**config.mk**
```make
export PLATFORM = sky130hd
export DESIGN_NAME = calc_sequencer
export DESIGN_NICKNAME = d
export VERILOG_FILES = /design/src/rtl/calc_sequencer.sv
export SDC_FILE = /design/constraint.sdc
export NUM_CORES = 1
export LEC_CHECK = 0
export CAP_MARGIN = 20
export CORE_ASPECT_RATIO = 1.1
export CORE_MARGIN = 5
export CORE_UTILIZATION = 43
export CTS_CLUSTER_SIZE = 16
export DETAILED_ROUTE_END_ITERATION = 10
export PLACE_DENSITY = 0.78
export SLEW_MARGIN = 40
export SYNTH_ARGS = -nofsm -noshare
export SYNTH_HDL_FRONTEND = slang
export SYNTH_SLANG_ARGS = --single-unit
```
**constraint.sdc**
```tcl
create_clock -name clk -period 2 [get_ports clk]
set_clock_uncertainty 0.2 [all_clocks]
set_input_delay 0.4 -clock clk [delete_from_list [all_inputs] [get_ports clk]]
set_output_delay 0.4 -clock clk [all_outputs]
set_load 0.01 [all_outputs]
```
**src/rtl/calc_sequencer.sv**
```systemverilog
// calc_sequencer: hands one command at a time to an external ALU, waits for it to
// settle, then holds the captured result until downstream takes it.
// Optional build macro DZ_COUNT_EN adds dz_count, a saturating divide-by-zero capture count.
module calc_sequencer #(
  parameter int unsigned SETTLE_CYCLES = 1
) (
  input  logic       clk,
  input  logic       rst_n,
  input  logic       cmd_valid,
  output logic       cmd_ready,
  input  logic [1:0] cmd_op,
  input  logic [2:0] cmd_a,
  input  logic [2:0] cmd_b,
  output logic [1:0] alu_s,
  output logic [2:0] alu_a,
  output logic [2:0] alu_b,
  input  logic [4:0] alu_answer,
  input  logic       alu_dz,
  input  logic       alu_z,
  output logic       res_valid,
  input  logic       res_ready,
  output logic [4:0] res_value,
  output logic       res_dz,
  output logic       res_z
`ifdef DZ_COUNT_EN
  ,output logic [3:0] dz_count
`endif
);

  // state  | meaning
  // IDLE   | ready for a command, ALU operands hold the last accepted command
  // SETTLE | operands driven to ALU, counting down the settle time
  // HOLD   | result captured and offered downstream until res_ready
  typedef enum logic [1:0] {
    ST_IDLE   = 2'd0,
    ST_SETTLE = 2'd1,
    ST_HOLD   = 2'd2
  } state_t;

  localparam logic [3:0] LP_SETTLE = 4'(SETTLE_CYCLES);

  state_t     r_state;
  state_t     w_next_state;
  logic [3:0] r_cnt;
  logic       r_live;
  logic [1:0] r_alu_s;
  logic [2:0] r_alu_a;
  logic [2:0] r_alu_b;
  logic       r_res_valid;
  logic [4:0] r_res_value;
  logic       r_res_dz;
  logic       r_res_z;
  logic       w_accept;
  logic       w_capture;
  logic       w_release;

  always_comb begin
    w_next_state = r_state;
    w_accept     = 1'b0;
    w_capture    = 1'b0;
    w_release    = 1'b0;
    case (r_state)
      ST_IDLE: begin
        if (cmd_valid && r_live) begin
          w_accept     = 1'b1;
          w_next_state = ST_SETTLE;
        end
      end
      ST_SETTLE: begin
        if (r_cnt == 4'd0) begin
          w_capture    = 1'b1;
          w_next_state = ST_HOLD;
        end
      end
      ST_HOLD: begin
        if (res_ready) begin
          w_release    = 1'b1;
          w_next_state = ST_IDLE;
        end
      end
      default: w_next_state = ST_IDLE;
    endcase
  end

  // r_live keeps cmd_ready low between reset release and the first clock edge.
  always_ff @(posedge clk or negedge rst_n) begin
    if (!rst_n) begin
      r_state <= ST_IDLE;
      r_live  <= 1'b0;
      r_cnt   <= 4'd0;
    end else begin
      r_state <= w_next_state;
      r_live  <= 1'b1;
      if (w_accept) begin
        r_cnt <= LP_SETTLE;
      end else if (r_state == ST_SETTLE && r_cnt != 4'd0) begin
        r_cnt <= r_cnt - 4'd1;
      end
    end
  end

  always_ff @(posedge clk or negedge rst_n) begin
    if (!rst_n) begin
      r_alu_s <= 2'd0;
      r_alu_a <= 3'd0;
      r_alu_b <= 3'd0;
    end else if (w_accept) begin
      r_alu_s <= cmd_op;
      r_alu_a <= cmd_a;
      r_alu_b <= cmd_b;
    end
  end

  always_ff @(posedge clk or negedge rst_n) begin
    if (!rst_n) begin
      r_res_valid <= 1'b0;
      r_res_value <= 5'd0;
      r_res_dz    <= 1'b0;
      r_res_z     <= 1'b0;
    end else begin
      if (w_capture) begin
        r_res_valid <= 1'b1;
        r_res_value <= alu_answer;
        r_res_dz    <= alu_dz;
        r_res_z     <= alu_z;
      end else if (w_release) begin
        r_res_valid <= 1'b0;
      end
    end
  end

`ifdef DZ_COUNT_EN
  logic [3:0] r_dz_count;

  always_ff @(posedge clk or negedge rst_n) begin
    if (!rst_n) begin
      r_dz_count <= 4'd0;
    end else if (w_capture && alu_dz && r_dz_count != 4'd15) begin
      r_dz_count <= r_dz_count + 4'd1;
    end
  end

  assign dz_count = r_dz_count;
`endif

  assign cmd_ready = r_live && (r_state == ST_IDLE);
  assign alu_s     = r_alu_s;
  assign alu_a     = r_alu_a;
  assign alu_b     = r_alu_b;
  assign res_valid = r_res_valid;
  assign res_value = r_res_value;
  assign res_dz    = r_res_dz;
  assign res_z     = r_res_z;

endmodule
```
=== Word-level counts from Yosys, hierarchy flattened ===
Index checks and enable logic that the tools add are counted.
W data, S select, Z words.

* Register bits: 23
* Input bits: 19
* Output and inout bits: 17
* Word-level logic and storage cells: 39

* $add $sub $neg: 1
* Eq/ne operators: 5
* Multiplexer cells: 14
* Reduce and logical (&&, ||, !) cells: 9

{| class="wikitable"
|+ Operators by type and width
! cell !! count
|-
| $mux W1 || 8
|-
| $mux W4 || 2
|-
| $mux W2 || 3
|-
| $ne A2 B2 Y1 const B || 3
|-
| $pmux W2 S3 || 1
|-
| $logic_not A4 Y1 || 1
|-
| $reduce_bool A2 Y1 || 2
|-
| $reduce_bool A4 Y1 || 1
|-
| $sub A4 B1 Y4 const B || 1
|-
| $logic_and A1 B1 Y1 || 3
|-
| $reduce_and A3 Y1 || 1
|-
| $eq A2 B1 Y1 const B || 1
|-
| $eq A2 B2 Y1 const B || 1
|-
| $logic_not A2 Y1 || 1
|}

=== Logic depth before layout (Yosys ltp) ===
Gate-level depths: netlist of the first run.

* Depth after elaboration: 4
* Gate-level depth with buffers: 5

=== Least setup slack after synthesis of the first run ===
Ideal clock, no wire load.

* Path type: register to register
* Start point: register r_state[1]
* End point: register r_alu_a[1] (netlist: alu_a[1])
* Data arrival time: 1.287 ns
* Required time: 1.673 ns
* Path slack: 0.385 ns
* Stages on the path, launching flop included: 4
* Path buffers: 1
* Cell sequence: dfrtp_1 > nor4bb_4 > buf_6 > mux2_1

* Longest elaborated chain between the ends: 2

{| class="wikitable"
|+ Ends and longest elaborated chain
! item !! line !! source
|-
| start: declaration || 42 || <nowiki>state_t r_state;</nowiki>
|-
| start signal: assignment || 92 || <nowiki>r_state <= w_next_state;</nowiki>
|-
| $logic_not A2 Y1 || 62 || <nowiki>case (r_state)</nowiki>
|-
| $mux W1 || 62 ||
|-
| end signal: assignment || 109 || <nowiki>r_alu_a <= cmd_a;</nowiki>
|-
| end: declaration || 47 || <nowiki>logic [2:0] r_alu_a;</nowiki>
|}

Every way passes these cells.
A chain may end at the register's enable or synchronous reset.

=== Worst setup path after layout of the first run ===
* Start point: register r_res_value[0] (netlist: res_value[0])
* End point: output port res_value[0]

{| class="wikitable"
|+ RTL lines
! item !! line !! source
|-
| start: declaration || 50 || <nowiki>logic [4:0] r_res_value;</nowiki>
|-
| start signal: assignment || 123 || <nowiki>r_res_value <= alu_answer;</nowiki>
|-
| end: declaration || 22 || <nowiki>output logic [4:0] res_value,</nowiki>
|}

No word-level cell between the ends.

==> qor.csv, run 1 <==
stage,metric,value,unit
setup_path,path_max_fanout,2,
logic_synthesis,netlist_instances,71,
logic_synthesis,yosysMostFrequentCell,dfrtp_1,
setup_path,crit_family,buffers and inverters,
logic_synthesis,async_flop_share,100,%
power_and_ir_drop,power_density,1450,nW/um^2
route,vias,694,
route,postRouteWirelength,2050,um
job,drv_cap,0,
clock_network,clock_latency,0.30,ns
power_and_ir_drop,leakagePower,0.673,nW
setup_path,arrival,1.22,ns
setup_path,worstPathRequired,1.40,ns
logic_synthesis,avgSynthCellArea,14.3,sq um
global_route,grt.total_usage,13.3,%
sta,hold_ws,0.235,ns
die,die_x,56.3,um
setup_path,timing.rr.start,r_cnt[0],
setup_path,critical_path_buf_inv_count,1,
route,ant_nets,0,
power_and_ir_drop,irDropWorstVdd,0.000894,V
finish,drive_gt1_share,16.7,%
logic_synthesis,yosysTopAreaCellShare,56.7,%
sta,hold_viol,0,
die,rows,18,
sta,period_share,91.2,%
setup_path,cp_num_cells,1,
setup_path,r2r_slack,0.30,ns
placement,placed_cells,140,
clock_network,cts_made_buffers,3,
die,io_pins,36,
clock_network,postCtsHoldBufs,0,
setup_path,cp_slowest_stage_delay,0.54,ns
placement,place_congestion,0.806,
setup_path,endpoint,res_value[0],
logic_synthesis,synth_seq_cells,23,
clock_network,clk_pin_slew,0.13,ns
placement,io_buffers,35,
route,drt-pass1-iter-count,4,
sta,max_clock_freq,548,MHz
placement,place_hpwl,1620,um
logic_synthesis,synth-main-ff-cell,dfrtp_1,
route,avgViaCountPerCell,4.82,
setup_path,critPathCaptureType,primary output,
setup_path,cp_cell_sequence,clkdlybuf4s50_1,
logic_synthesis,synth_edf_count,0,
sta,rsz0062_at_grt,false,
setup_path,r2r_end,res_value[2],
setup_path,crit_slowest_cell,clkdlybuf4s50_1,
hold_path,min_path_type,in2async,
finish,stdcell_count,144,
global_route,gr-total-overflow,0,
logic_synthesis,yosys-top-cells-area,"dfrtp_1 57%, mux2_4 10%, mux2_1 8.9%, ha_1 2.5%, nor4bb_4 2.5%",
logic_synthesis,ys_seq_area_share,56.7,%
setup_path,critical_path.startpoint,res_value[0],
route,post-route-drc-count,0,
clock_network,cts_tree,built,
global_route,grt_pass1_vias,784,
die,core,2250,sq um
logic_synthesis,yosys.cell_types.count,22,
sta,min_period,1.82,ns
route,drtIter0Drc,7,
clock_network,cts_resized,1,
outcome,outcome,"complete, no violations",
setup_path,cp-start-kind,flip-flop,
die,floorplan.initialDensity,45.1,%
finish,final_nets,136,
clock_network,cts_root_buffer,clkbuf_4,
setup_path,crit_type,reg2out,
global_route,antenna_found_initial,0,
clock_network,cts.sinks,23,
logic_synthesis,yosys.area.top_type,dfrtp_1,
global_route,grt_max_degree,24,
die,die_height,61.0,um
finish,diodes,0,
setup_path,r2r_cells,5,
die,die_area,3440,sq um
global_route,grt_pass1_wl,3450,um
route,wl_per_cell,14.2,um
clock_network,clk_path_buf_depth,2,
clock_network,cts_post_setup_buffers_inserted,0,
finish,areaGrowthSynthToFinish,43.2,%
logic_synthesis,yosys-top-cells-count,"23 x dfrtp_1, 8 x mux2_1, 7 x mux2_4",
clock_network,htreeDepth,1,
logic_synthesis,synthesis.area,1020,sq um
logic_synthesis,syn_nets,92,
sta,setup_viol,0,
logic_synthesis,ys.warnings.count,0,
sta,final_max_slew_viol_count,0,
worst min-delay path by stage:
stage | from | to | cells after the start
after global placement | alu_a[2] | alu_a[2] | 1
after floorplan | rst_n | alu_a[0] | 0
final | rst_n | r_cnt[2] | 2
after detailed placement | alu_a[2] | alu_a[2] | 1
after global routing | rst_n | alu_s[0] | 2
after CTS | rst_n | alu_b[1] | 2
layout make-up:
| cell class | instances | area [sq um] |
|---|---|---|
| clock buffer | 4 | 26.3 |
| sequential | 23 | 576 |
| tap | 30 | 37.5 |
| timing repair buffer | 40 | 387 |
| fill | 176 | 797 |
| multi-input combinational | 41 | 407 |
| inverter | 6 | 22.5 |
worst reg2reg max path, stage by stage, from the launching register on:
cell and delay, ns:
dfrtp_1 0.43, inv_1 0.10, ha_1 0.16, nor2b_2 0.22, nand2_4 0.15, mux2_4 0.33
power by group:
| group | switching (mW) | total, mW | internal (mW) |
|---|---|---|---|
| logic | 0.427 | 1.09 | 0.658 |
| registers | 0.127 | 0.812 | 0.684 |
| clock network | 0.134 | 0.212 | 0.0777 |
kinds of logic after synthesis:
| logic type | count (synthesis) | synth area share, % |
|---|---|---|
| AO/OA/AOI/OAI | 6 | 3.94 |
| adder cells (fa/ha/maj) | 2 | 2.46 |
| buffers and inverters | 7 | 3.32 |
| flip-flops | 23 | 56.7 |
| multiplexers | 17 | 21.2 |
| other | 1 | 0.369 |
| AND/OR/NAND/NOR | 15 | 12.1 |
cell usage in the layout, fill, tap and decap left out, drive strengths merged, types with 2 or more instances in the layout:
cell,n
clkdlybuf4s50,34
dfrtp,23
mux2,15
inv,6
buf,5
nand2,4
clkbuf,4
nand2b,3
a211o,2
mux2i,2
nor2,2
o21ai,2
ha,2
nor3b,2
per-stage QoR:
step                      setup WS [ns]  TNS (ns)  cell area (sq um)  power (mW)  utilization, %
final                             0.176         0               1460        2.11            64.6
after floorplan                   0.385         0               1020        1.39               -
after CTS                         0.153         0               1460        2.14            64.6
after global routing             0.0848         0               1460        2.24            64.6
after global placement           0.0117         0               1430        1.88            63.5
after detailed placement        -0.0133   -0.0424               1430        1.93            63.5
registers in the layout, summed over array words and instances, names as in the netlist, 2 cells and up:
register / cells
r_state: 2
alu_b: 3
alu_a: 3
alu_s: 2
r_cnt: 4
res_value: 5
routing by layer:
layer / routed length (um) / share of wire [%] / track usage (%)
met3: 59 / 2.9 / 1.06
met5: 0 / 0 / 0
met1: 842 / 41 / 14.8
met4: 28 / 1.4 / 8.14
met2: 1120 / 55 / 25.0
Power figures use the tool's default switching activity.
==> run 2, diff against run 1 <==
- CTS_CLUSTER_DIAMETER: unset -> 50
==> results of run 2 <==
No change in the layout: final DEF, timing and power equal those of run 1.
==> run 3, diff against run 2 <==
- CORE_UTILIZATION: 43 -> 45
- DONT_BUFFER_PORTS: unset -> 1
- PLACE_DENSITY: 0.78 -> 0.61
==> run 3 against run 2 <==
Effect of this change: flip-flop and latch count is the same; count of clock-buffer cells in the layout fell by 1; clock power decreased by 2%; cell area fell by 22%; register-to-register slack got worse by 0.05 ns; largest cell class unchanged; highest routed layer unchanged.
==> qor.csv, run 3 (synthesized netlist as in run 1, its figures left out) <==
stage,metric,value,unit
clock_network,clock_latency,0.30,ns
power_and_ir_drop,irDropWorstVdd,0.000746,V
clock_network,clk_path_buf_depth,2,
finish,fillCellCount,221,
route,postRouteWirelength,1740,um
setup_path,crit_slowest_cell,dfrtp_1,
job,drv_cap,0,
hold_path,min_path_type,in2reg,
die,die_x,55.3,um
placement,place_hpwl,1270,um
clock_network,clk_pin_slew,0.12,ns
die,floorplan.initialDensity,46.0,%
global_route,grt_max_degree,24,
finish,final_common_cell,dfrtp_1,
hold_path,hold-path-cell-count,1,
route,post-route-drc-count,0,
route,wl_per_cell,15.7,um
setup_path,critical_path_buf_inv_count,0,
placement,io_buffers,0,
finish,multiInputGateArea,407,sq um
power_and_ir_drop,leakagePower,0.540,nW
die,io_pins,36,
power_and_ir_drop,p_total,1.72,mW
global_route,grt_pass1_wl,2930,um
route,drtIter0Drc,6,
setup_path,timing.rr.start,r_state[1],
setup_path,arrival,1.22,ns
power_and_ir_drop,power_density,1520,nW/um^2
global_route,grt_pass1_vias,633,
setup_path,crit_family,flip-flops,
setup_path,cp_cell_sequence,nor3b_1,
sta,fin_setup_tns,0,ns
hold_path,holdCritStartpoint,cmd_a[0],
sta,hold_viol,0,
route,ant_nets,0,
finish,seq_area,576,sq um
clock_network,cts_made_buffers,3,
route,vias,572,
placement,place_congestion,0.766,
route,drt-pass1-iter-count,2,
global_route,gr-total-overflow,0,
finish,drive_gt1_share,21.0,%
die,rows,18,
outcome,outcome,"complete, no violations",
global_route,grt.total_usage,11.4,%
clock_network,cts_root_buffer,clkbuf_4,
setup_path,critPathCaptureType,primary output,
sta,max_slew_margin,66.2,%
clock_network,cts.sinks,23,
finish,areaGrowthSynthToFinish,11.5,%
setup_path,crit_type,reg2out,
sta,max_clock_freq,550,MHz
setup_path,r2r_end,alu_s[1],
setup_path,path_max_fanout,6,
setup_path,worstPathRequired,1.40,ns
clock_network,htreeDepth,1,
setup_path,r2r_cells,3,
die,die_height,59.8,um
finish,diodes,0,
sta,period_share,90.9,%
clock_network,cts_tree,built,
hold_path,min_to,alu_a[0],
route,avgViaCountPerCell,5.15,
sta,min_period,1.82,ns
finish,largest_reg_flops,5,
finish,final_cell_mix,"23 x dfrtp_1, 8 x mux2_1, 7 x mux2_4",
sta,rsz0062_at_grt,false,
setup_path,cp_slowest_stage_delay,0.50,ns
setup_path,r2r_slack,0.25,ns
sta,final_max_slew_viol_count,0,
global_route,antenna_found_initial,0,
sta,setup_viol,0,
die,core,2210,sq um
finish,final_nets,103,
sta,worst_slew_pin_slew,0.507,ns
clock_network,cts_resized,0,
setup_path,cp-start-kind,flip-flop,
die,die_area,3310,sq um
run 3: how the worst max path moves through the flow:
stage                     from   endpoint  cells after the start
floorplan           r_state[1]   alu_a[1]                      3
global placement    r_state[1]   alu_a[2]                      3
detailed placement  r_state[1]   alu_s[1]                      3
CTS                 r_state[1]  cmd_ready                      1
global route        r_state[1]  cmd_ready                      1
finish              r_state[1]  cmd_ready                      1
run 3: worst register-to-register path, stage by stage, from the launching register on:
cell      delay, ns
dfrtp_1        0.50
nor4bb_4       0.36
buf_4          0.25
mux2_1         0.34
run 3: per-layer routing:
metal,vias to the layer above,part of all wire (%),global-route usage [%]
li1,258,-,-
met1,290,40,11.6
met2,22,51,19.9
met3,2,7.7,5.40
met4,0,0.75,5.21
met5,-,0,0
run 3: through the flow:
step                      util, %  instance area (sq um)  hold slack [ns]  std cells  setup slack, ns
after floorplan                 -                   1020          -0.0956         71            0.385
after detailed placement     47.6                   1050          -0.0950        101            0.249
after CTS                    49.7                   1100          0.00218        107            0.163
after global routing         51.3                   1130          0.00284        111           0.0866
after global placement       47.6                   1050          -0.0951        101            0.297
final                        51.3                   1130           0.0194        111            0.182
run 3: repair_timing:
action | in CTS | in global routing
setup buffers | 0 | 0
hold endpoints to repair | 24 | 26
hold buffers | 2 | 4
run 3: power breakdown:
part | internal [mW] | switching (mW)
clock | 0.0746 | 0.133
sequential | 0.685 | 0.262
combinational | 0.332 | 0.234
total | 1.09 | 0.630
run 3: layout make-up:
type | count | area share (%)
clock buffer | 3 | 1.99
clock inverter | 1 | 0.442
tap | 30 | 3.31
timing repair buffer | 7 | 5.52
sequential | 23 | 50.8
multi-input combinational | 41 | 35.9
inverter | 6 | 1.99
